[src/rtl/btn_pkg.sv]
// Shared constants for the stopwatch input conditioner: channel indices and default timing.
package btn_pkg;

   localparam int unsigned CH_PAUSE  = 0;
   localparam int unsigned CH_RST    = 1;
   localparam int unsigned CH_SELECT = 2;
   localparam int unsigned CH_ADJUST = 3;
   localparam int unsigned NUM_CH    = 4;

   // 10 ms debounce and 2 s long press at 100 MHz
   localparam int unsigned DB_CYCLES_DEF   = 1_000_000;
   localparam int unsigned LONG_CYCLES_DEF = 200_000_000;

endpackage

[src/rtl/btn_conditioner_if.sv]
// Board-pin side of the conditioner: raw inputs in, clean control levels/pulses out.
interface btn_conditioner_if;

   logic pause_in;
   logic rst_in;
   logic select_in;
   logic adjust_in;

   logic pause;
   logic rst_req;
   logic select;
   logic adjust;

   // master: the board/stopwatch side that owns the pins and consumes the controls
   modport master (
      output pause_in, rst_in, select_in, adjust_in,
      input  pause, rst_req, select, adjust
   );

   modport slave (
      input  pause_in, rst_in, select_in, adjust_in,
      output pause, rst_req, select, adjust
   );

endinterface

[src/rtl/debounce_channel.sv]
// One raw input: 2-FF synchroniser, stable-window debounce counter and edge pulses.
module debounce_channel #(
   parameter int unsigned DB_CYCLES = 4
) (
   input  logic clk,
   input  logic rst,
   input  logic raw,
   output logic q,
   output logic rise,
   output logic fall
);

   localparam int unsigned     CntW   = $clog2(DB_CYCLES);
   localparam logic [CntW-1:0] CntMax = CntW'(DB_CYCLES - 1);

   logic            meta_q;
   logic            sync_q;
   logic            stable_q;
   logic            stable_d;
   logic            stable_dly_q;
   logic [CntW-1:0] cnt_q;
   logic [CntW-1:0] cnt_d;

   // Any cycle where the synced level matches the stable level restarts the window.
   always_comb begin
      stable_d = stable_q;
      cnt_d    = '0;
      if (sync_q != stable_q) begin
         if (cnt_q == CntMax) begin
            stable_d = sync_q;
         end else begin
            cnt_d = cnt_q + 1'b1;
         end
      end
   end

   always_ff @(posedge clk) begin
      if (rst) begin
         meta_q       <= 1'b0;
         sync_q       <= 1'b0;
         stable_q     <= 1'b0;
         stable_dly_q <= 1'b0;
         cnt_q        <= '0;
      end else begin
         meta_q       <= raw;
         sync_q       <= meta_q;
         stable_q     <= stable_d;
         stable_dly_q <= stable_q;
         cnt_q        <= cnt_d;
      end
   end

   assign q    = stable_q;
   assign rise = stable_q & ~stable_dly_q;
   assign fall = ~stable_q & stable_dly_q;

endmodule

[src/rtl/btn_conditioner.sv]
// Stopwatch input conditioner: debounced switches, run/pause toggle and one-cycle reset request.
// Define BTN_LONG_PRESS_RST_EN to make a long pause hold issue a reset and toggle on release.
module btn_conditioner
   import btn_pkg::*;
#(
   parameter int unsigned DB_CYCLES   = DB_CYCLES_DEF,
   parameter int unsigned LONG_CYCLES = LONG_CYCLES_DEF
) (
   input logic              clk,
   input logic              rst,
   btn_conditioner_if.slave bus
);

   logic [NUM_CH-1:0] raw;
   logic [NUM_CH-1:0] q;
   logic [NUM_CH-1:0] rise;
   logic [NUM_CH-1:0] fall;

   assign raw[CH_PAUSE]  = bus.pause_in;
   assign raw[CH_RST]    = bus.rst_in;
   assign raw[CH_SELECT] = bus.select_in;
   assign raw[CH_ADJUST] = bus.adjust_in;

   for (genvar i = 0; i < NUM_CH; i++) begin : g_ch
      debounce_channel #(
         .DB_CYCLES (DB_CYCLES)
      ) u_ch (
         .clk  (clk),
         .rst  (rst),
         .raw  (raw[i]),
         .q    (q[i]),
         .rise (rise[i]),
         .fall (fall[i])
      );
   end

   logic pause_q;
   logic pause_d;
   logic rst_req_q;
   logic rst_req_d;
   logic toggle;
   logic long_evt;

`ifdef BTN_LONG_PRESS_RST_EN
   localparam int unsigned      HoldW   = $clog2(LONG_CYCLES + 1);
   localparam logic [HoldW-1:0] HoldMax = HoldW'(LONG_CYCLES);

   logic [HoldW-1:0] hold_q;
   logic [HoldW-1:0] hold_d;
   logic             long_q;

   always_comb begin
      hold_d = hold_q;
      if (!q[CH_PAUSE]) begin
         hold_d = '0;
      end else if (hold_q != HoldMax) begin
         hold_d = hold_q + 1'b1;
      end
   end

   // long_q remembers saturation so the long-press event fires once per hold
   assign long_evt = (hold_q == HoldMax) & ~long_q;
   assign toggle   = fall[CH_PAUSE] & (hold_q < HoldMax);

   always_ff @(posedge clk) begin
      if (rst) begin
         hold_q <= '0;
         long_q <= 1'b0;
      end else begin
         hold_q <= hold_d;
         long_q <= (hold_q == HoldMax);
      end
   end
`else
   assign long_evt = 1'b0;
   assign toggle   = rise[CH_PAUSE];
`endif

   always_comb begin
      rst_req_d = (rise[CH_RST] | long_evt) & ~rst_req_q;
      pause_d   = pause_q ^ toggle;
      if (rise[CH_RST] | long_evt) begin
         pause_d = 1'b0;
      end
   end

   always_ff @(posedge clk) begin
      if (rst) begin
         pause_q   <= 1'b0;
         rst_req_q <= 1'b0;
      end else begin
         pause_q   <= pause_d;
         rst_req_q <= rst_req_d;
      end
   end

   assign bus.pause   = pause_q;
   assign bus.rst_req = rst_req_q;
   assign bus.select  = q[CH_SELECT];
   assign bus.adjust  = q[CH_ADJUST];

   logic unused_sig;
   assign unused_sig = ^{fall, rise[CH_SELECT], rise[CH_ADJUST], (LONG_CYCLES == 0)};

endmodule

[src/flat_wrapper.sv]
// flat-port wrapper written by rule: the top's interface ports become plain ports
module btn_conditioner_flat import btn_pkg::*;
#(
   parameter int unsigned DB_CYCLES   = DB_CYCLES_DEF,
   parameter int unsigned LONG_CYCLES = LONG_CYCLES_DEF
)
  (clk, rst, bus_pause_in, bus_rst_in, bus_select_in, bus_adjust_in, bus_pause, bus_rst_req, bus_select, bus_adjust);
  btn_conditioner_if bus_i ();
  input logic clk;
  input logic rst;
  input wire logic [$bits(bus_i.pause_in)-1:0] bus_pause_in;
  input wire logic [$bits(bus_i.rst_in)-1:0] bus_rst_in;
  input wire logic [$bits(bus_i.select_in)-1:0] bus_select_in;
  input wire logic [$bits(bus_i.adjust_in)-1:0] bus_adjust_in;
  output wire logic [$bits(bus_i.pause)-1:0] bus_pause;
  output wire logic [$bits(bus_i.rst_req)-1:0] bus_rst_req;
  output wire logic [$bits(bus_i.select)-1:0] bus_select;
  output wire logic [$bits(bus_i.adjust)-1:0] bus_adjust;
  assign bus_i.pause_in = bus_pause_in;
  assign bus_i.rst_in = bus_rst_in;
  assign bus_i.select_in = bus_select_in;
  assign bus_i.adjust_in = bus_adjust_in;
  assign bus_pause = bus_i.pause;
  assign bus_rst_req = bus_i.rst_req;
  assign bus_select = bus_i.select;
  assign bus_adjust = bus_i.adjust;
  btn_conditioner #(.DB_CYCLES(DB_CYCLES), .LONG_CYCLES(LONG_CYCLES)) u_core (.clk(clk), .rst(rst), .bus(bus_i));
endmodule
[config.mk]
export PLATFORM = sky130hd
export DESIGN_NAME = btn_conditioner_flat
export DESIGN_NICKNAME = d
export VERILOG_FILES = /design/src/rtl/btn_pkg.sv /design/src/rtl/btn_conditioner_if.sv /design/src/rtl/debounce_channel.sv /design/src/rtl/btn_conditioner.sv /design/src/flat_wrapper.sv
export SDC_FILE = /design/constraint.sdc
export NUM_CORES = 1
export LEC_CHECK = 0
export BUFFER_PORTS_ARGS = -buffer_cell sky130_fd_sc_hd__buf_4
export CORE_MARGIN = 3
export CORE_UTILIZATION = 44
export DETAILED_ROUTE_END_ITERATION = 8
export GPL_TIMING_DRIVEN = 0
export PLACE_DENSITY_LB_ADDON = 0.15
export SLEW_MARGIN = 40
export SYNTH_ARGS = -nofsm -noshare
export SYNTH_HDL_FRONTEND = slang
export SYNTH_SLANG_ARGS = --single-unit
[constraint.sdc]
create_clock -name clk -period 2.7 [get_ports clk]
set_clock_uncertainty 0.2 [all_clocks]
set_input_delay 0.54 -clock clk [delete_from_list [all_inputs] [get_ports clk]]
set_output_delay 0.54 -clock clk [all_outputs]
set_load 0.005 [all_outputs]
== Yosys cells after proc, flatten, opt, wreduce, memory -nomap -nowiden ==
Index checks and enable logic that the tools add are counted.
Word-level totals
  logic and storage cells: 52
  register bits after elaboration: 96
Operators by class
  bitwise logic cells: 11
  eq/ne operators: 8
  reductions and logical operators: 9
  $add $sub $neg: 4
Operators with widths (number)
  adder 20 x 1 -> 20 bit, second input constant: 4
  == test 20 bit, second input constant: 4
  OR reduction 3 bit: 4
  AND reduction 2 bit: 4
  inverter 1 bit: 7
  inequality test 1 bit: 4
  AND 1 bit: 3
  OR reduction 2 bit: 1
  bitwise XOR 1 bit: 1

== Depth between registers and ports, before layout ==
  depth after elaboration: 3
  gate-level depth with buffers: 6

== Modules after synthesis ==
From an unflattened synthesis, not the netlist that was laid out.
Second synthesis, totals
  cell total of the unflattened synthesis: 469
  area, all modules: 4155.2 sq um
By module, submodules not included
  debounce_channel: area each 1022.2 sq um, instances 4, cells each 116, seq. area each 480.5 sq um
  btn_conditioner: area each 66.3 sq um, instances 1, cells each 5, seq. area each 40.0 sq um

== Least setup slack after synthesis ==
No wires, ideal clock.
  kind: flip-flop to flip-flop
  from: register u_core.g_ch[2].u_ch.cnt_q[0]
  to: register u_core.g_ch[2].u_ch.cnt_q[18]
  cell stages (with the launch flop): 7
  path slack: 542 ps
  data arrival time: 1886 ps
  path buffers: 1
  path through: dfxtp_1 -> ha_1 -> nand2_1 -> or4_1 -> clkbuf_1 -> or4_1 -> a21oi_1
Between the ends
  word-level cells in the longest chain between the ends: 2
  elaborated cells on any way between the ends: 3
RTL lines
  start, declared: RTL line debounce_channel.sv:21  | logic [CntW-1:0] cnt_q;
  start signal, assigned: RTL line debounce_channel.sv:49  | cnt_q <= cnt_d;
  parallel branches: the longest is 2 deep, another holds adder 20 x 1 -> 20 bit
Several ways; the timed one is not identified.
A chain may end at the register's enable or synchronous reset.

== Worst setup path after layout ==
Ends and elaborated chain as after synthesis.

==> out/summary.txt <==
Status: finished, final reports clean
Crit-path slowest cell: or4_1
Simple-gate share of the synthesized area: 0.301
Critical path peak fanout: 8
H-Tree Depth: 3
Worst min-delay path category: in2reg
Ranking of synthesized cells by area: dfxtp_1 (46%), xnor2_1 (5.7%), nor2_1 (5.2%), xor2_1 (4.6%), nand3_1 (4.1%)
Pint: 1.81 mW
Final WL: 7.50 mm
Final net count: 506
Wire length per cell: 12.0 µm
Vias after detailed routing: 3294
Slew @ Worst Pin: 0.664 ns
GRT Residual Overflow: 0
Critical path type: reg2reg
Core Area: 8980 µm²
Top_reg_cell synth: dfxtp_1
Distinct cells, synth: 39
Resized cells post-CTS: 0
Largest net degree at the start of global routing: 18
Worst skew pair latency: 0.35 ns
Pleak: 1.35 nW
Antenna violations before repair: 0
Rel. slew slack: 0.556
Number of synthesized register bits: 96
Cells after synthesis: 477
Chip width: 103 µm
Die Height: 103 µm
CTS Buf Count: 9
Worst Path Buf+Inv: 1
Tot Pwr: 2.34 mW
Synth Area in XOR/XNOR: 0.103
Vias per inst: 5.25
Combinational power share: 0.014
Area grow syn2layout: 9.70%
Detailed Routing Iterations Pass 1: 4
Slew Limit Fails: 0
Synth area leader: dfxtp_1
Hold Vio Cnt, Final: 0
DRC errors left: 0
Port bufs: 8
Clk sinks: 96
Required @ worst endpoint: 2.78 ns
Max Fclk: 421 MHz
# hold bufs at CTS: 0
Sequential power share: 0.609
Mux contribution to synthesized area: 0
Share of cells above drive strength 1: 0.0758
Tmin final: 2.37 ns
RePlAce Congestion: 0.849
Global-route wire length before repair: 13.1 mm
Dominant cell type by count on the critical path: or4_1
Setup crit end kind: register
Max Cap Viol: 0
Largest family of logic cells by synthesized area: simple AND/OR/NAND/NOR gates
Clock-pin slew on the worst setup and hold paths: 0.10 ns
Commonest non-fill, non-tap cell in the layout: dfxtp_1
RSZ-0062 raised after global routing: no
Starting Density: 0.466
Io pins: 10
Compound-Gate Fraction of Synth Area: 0.0910
Final Hold Slack: 0.204 ns
Ant diodes: 0
CP Cell Sequence: ha_1 > nand2_1 > or4_1 > clkbuf_1 > or4_1 > a21oi_1
Final setup viols: 0
CP delay by family, top: simple AND/OR/NAND/NOR gates
Design area: 4580 µm²
Clock Tree Root: clkbuf_8
Period utilization: 0.879
Final TNS setup: 0 ns
Die area: 10700 µm²
Register area: 1920 µm²
Pwr/cell area: 511 nW/µm²
Adder-Cell Fraction of Synth Area: 0.0120
Clock power frac: 0.378
EDFF count, synth: 0
Commonest non-fill, non-tap cells in the layout: dfxtp_1 (96), nor2_1 (58), nand3_1 (34), a21oi_1 (31), xnor2_1 (27)
Starting DRT DRC Count: 90
Row count: 34
Syn Nets: 487
Area of the multi-input gates: 2120 µm²
CTS tree: yes
Switching power total: 537 µW
Sequential cell area fraction in the yosys report: 0.460
Arr. time, crit path: 2.45 ns
Synthesis Warnings: 0
Placed cell areas: 4400 µm²
Antenna viol nets, final: 0
DP HPWL: 5.39 mm
Post-synth top area share: 0.460
Post-CTS setup buffer count: 0
Vias in the first global route: 2939
Post-Synthesis Cell Area: 4180 µm²
Worst path max stage delay: 0.50 ns
CP startpoint kind: register
Total track usage: 0.151
Sw Ratio: 0.229
Synthesized area per cell: 8.76 µm²
Fillers: 857
Clock buffer depth: 2
Async set or reset register ratio after synthesis: 0
Worst vdd ir: 0.242 mV
metal layers:
| layer | vias to the layer above | track usage | share of wire | wire, µm |
|---|---|---|---|---|
| met1 | 1528 | 0.207 | 0.50 | 3760 |
| met2 | 34 | 0.233 | 0.46 | 3440 |
| met3 | 5 | 0.0349 | 0.031 | 230 |
| met4 | 0 | 0.0538 | 0.0079 | 59 |
| li1 | 1727 | - | - | - |
| met5 | - | 0 | 0 | 0 |
registers in the layout, indices dropped and copies added, names as in the netlist:
register,cells
u_core.bus.pause,1
u_core.bus.rst_req,1
u_core.g_ch.u_ch.cnt_q,80
u_core.g_ch.u_ch.meta_q,4
u_core.g_ch.u_ch.q,4
u_core.g_ch.u_ch.stable_dly_q,2
u_core.g_ch.u_ch.sync_q,4
power groups by stage:
stage | sequential (mW) | clock (mW) | combinational, mW
after detailed placement | 1.46 | 0 | 0.0330
after CTS | 1.43 | 0.923 | 0.0330
after global placement | 1.46 | 0 | 0.0325
final | 1.43 | 0.885 | 0.0320
after global routing | 1.43 | 0.979 | 0.0373
after floorplan | 1.46 | 0 | 0.0211
cell usage after synthesis (2+ instances only):
library cell / n
and3_1: 7
nand2_1: 20
nor3_1: 7
nand3_1: 34
clkbuf_1: 11
nor2b_1: 12
or3_1: 19
o21ai_0: 20
nand3_2: 2
xnor2_1: 27
or4_1: 21
buf_2: 4
nand2b_1: 2
o31ai_1: 12
nor2_1: 58
nor4b_1: 5
dfxtp_1: 96
ha_1: 4
xor2_1: 22
a21oi_1: 31
or4b_1: 3
nand4_1: 14
nor4_1: 8
inv_1: 19
o21ai_1: 2
and2_1: 4
path summary, 6_finish.rpt:
check	start	endpoint	slack, ns	cells after the start
worst max-delay path	u_core.g_ch[2].u_ch.cnt_q[0]$_SDFF_PP0_	u_core.g_ch[2].u_ch.cnt_q[18]$_SDFF_PP0_	0.33	6
worst min-delay path	bus_select_in	u_core.g_ch[2].u_ch.meta_q$_SDFF_PP0_	0.20	2
worst max register to register	u_core.g_ch[2].u_ch.cnt_q[0]$_SDFF_PP0_	u_core.g_ch[2].u_ch.cnt_q[18]$_SDFF_PP0_	0.33	6
worst min register to register	u_core.g_ch[1].u_ch.stable_dly_q$_SDFF_PP0_	u_core.bus.rst_req$_SDFF_PP0_	0.22	1
worst reg2reg max path, cell delays in order (launching register included):
cell and delay, ns:
dfxtp_1 0.40, ha_1 0.24, nand2_1 0.12, or4_1 0.50
clkbuf_1 0.18, or4_1 0.49, a21oi_1 0.16
logic make-up after synthesis:
logic type                 after synthesis
xor gates and xnor gates                49
AOI/OAI and AO/OA                       68
buffers and inverters                   35
and+or+nand+nor                        225
DFF                                     96
adders and majority gates                4
layout make-up:
| type | count | share of cell area |
|---|---|---|
| inverters | 19 | 0.0156 |
| plain buffers | 16 | 0.0150 |
| flip-flops and latches | 96 | 0.419 |
| repair buffers | 8 | 0.0131 |
| clock buffers | 10 | 0.0300 |
| clock inverters | 6 | 0.0109 |
| well taps | 126 | 0.0344 |
| multi-input cells | 346 | 0.462 |
stage by stage:
| stage | setup slack [ns] | instances | utilization |
|---|---|---|---|
| 6_report | 0.326 | 627 | 0.511 |
| 5_1_grt | 0.109 | 627 | 0.511 |
| 4_1_cts | 0.311 | 627 | 0.511 |
| 3_5_place_dp | 0.341 | 611 | 0.490 |
| 3_3_place_gp | 0.348 | 611 | 0.490 |
| 2_1_floorplan | 0.542 | 477 | - |
(Power assumes the default switching activity.)
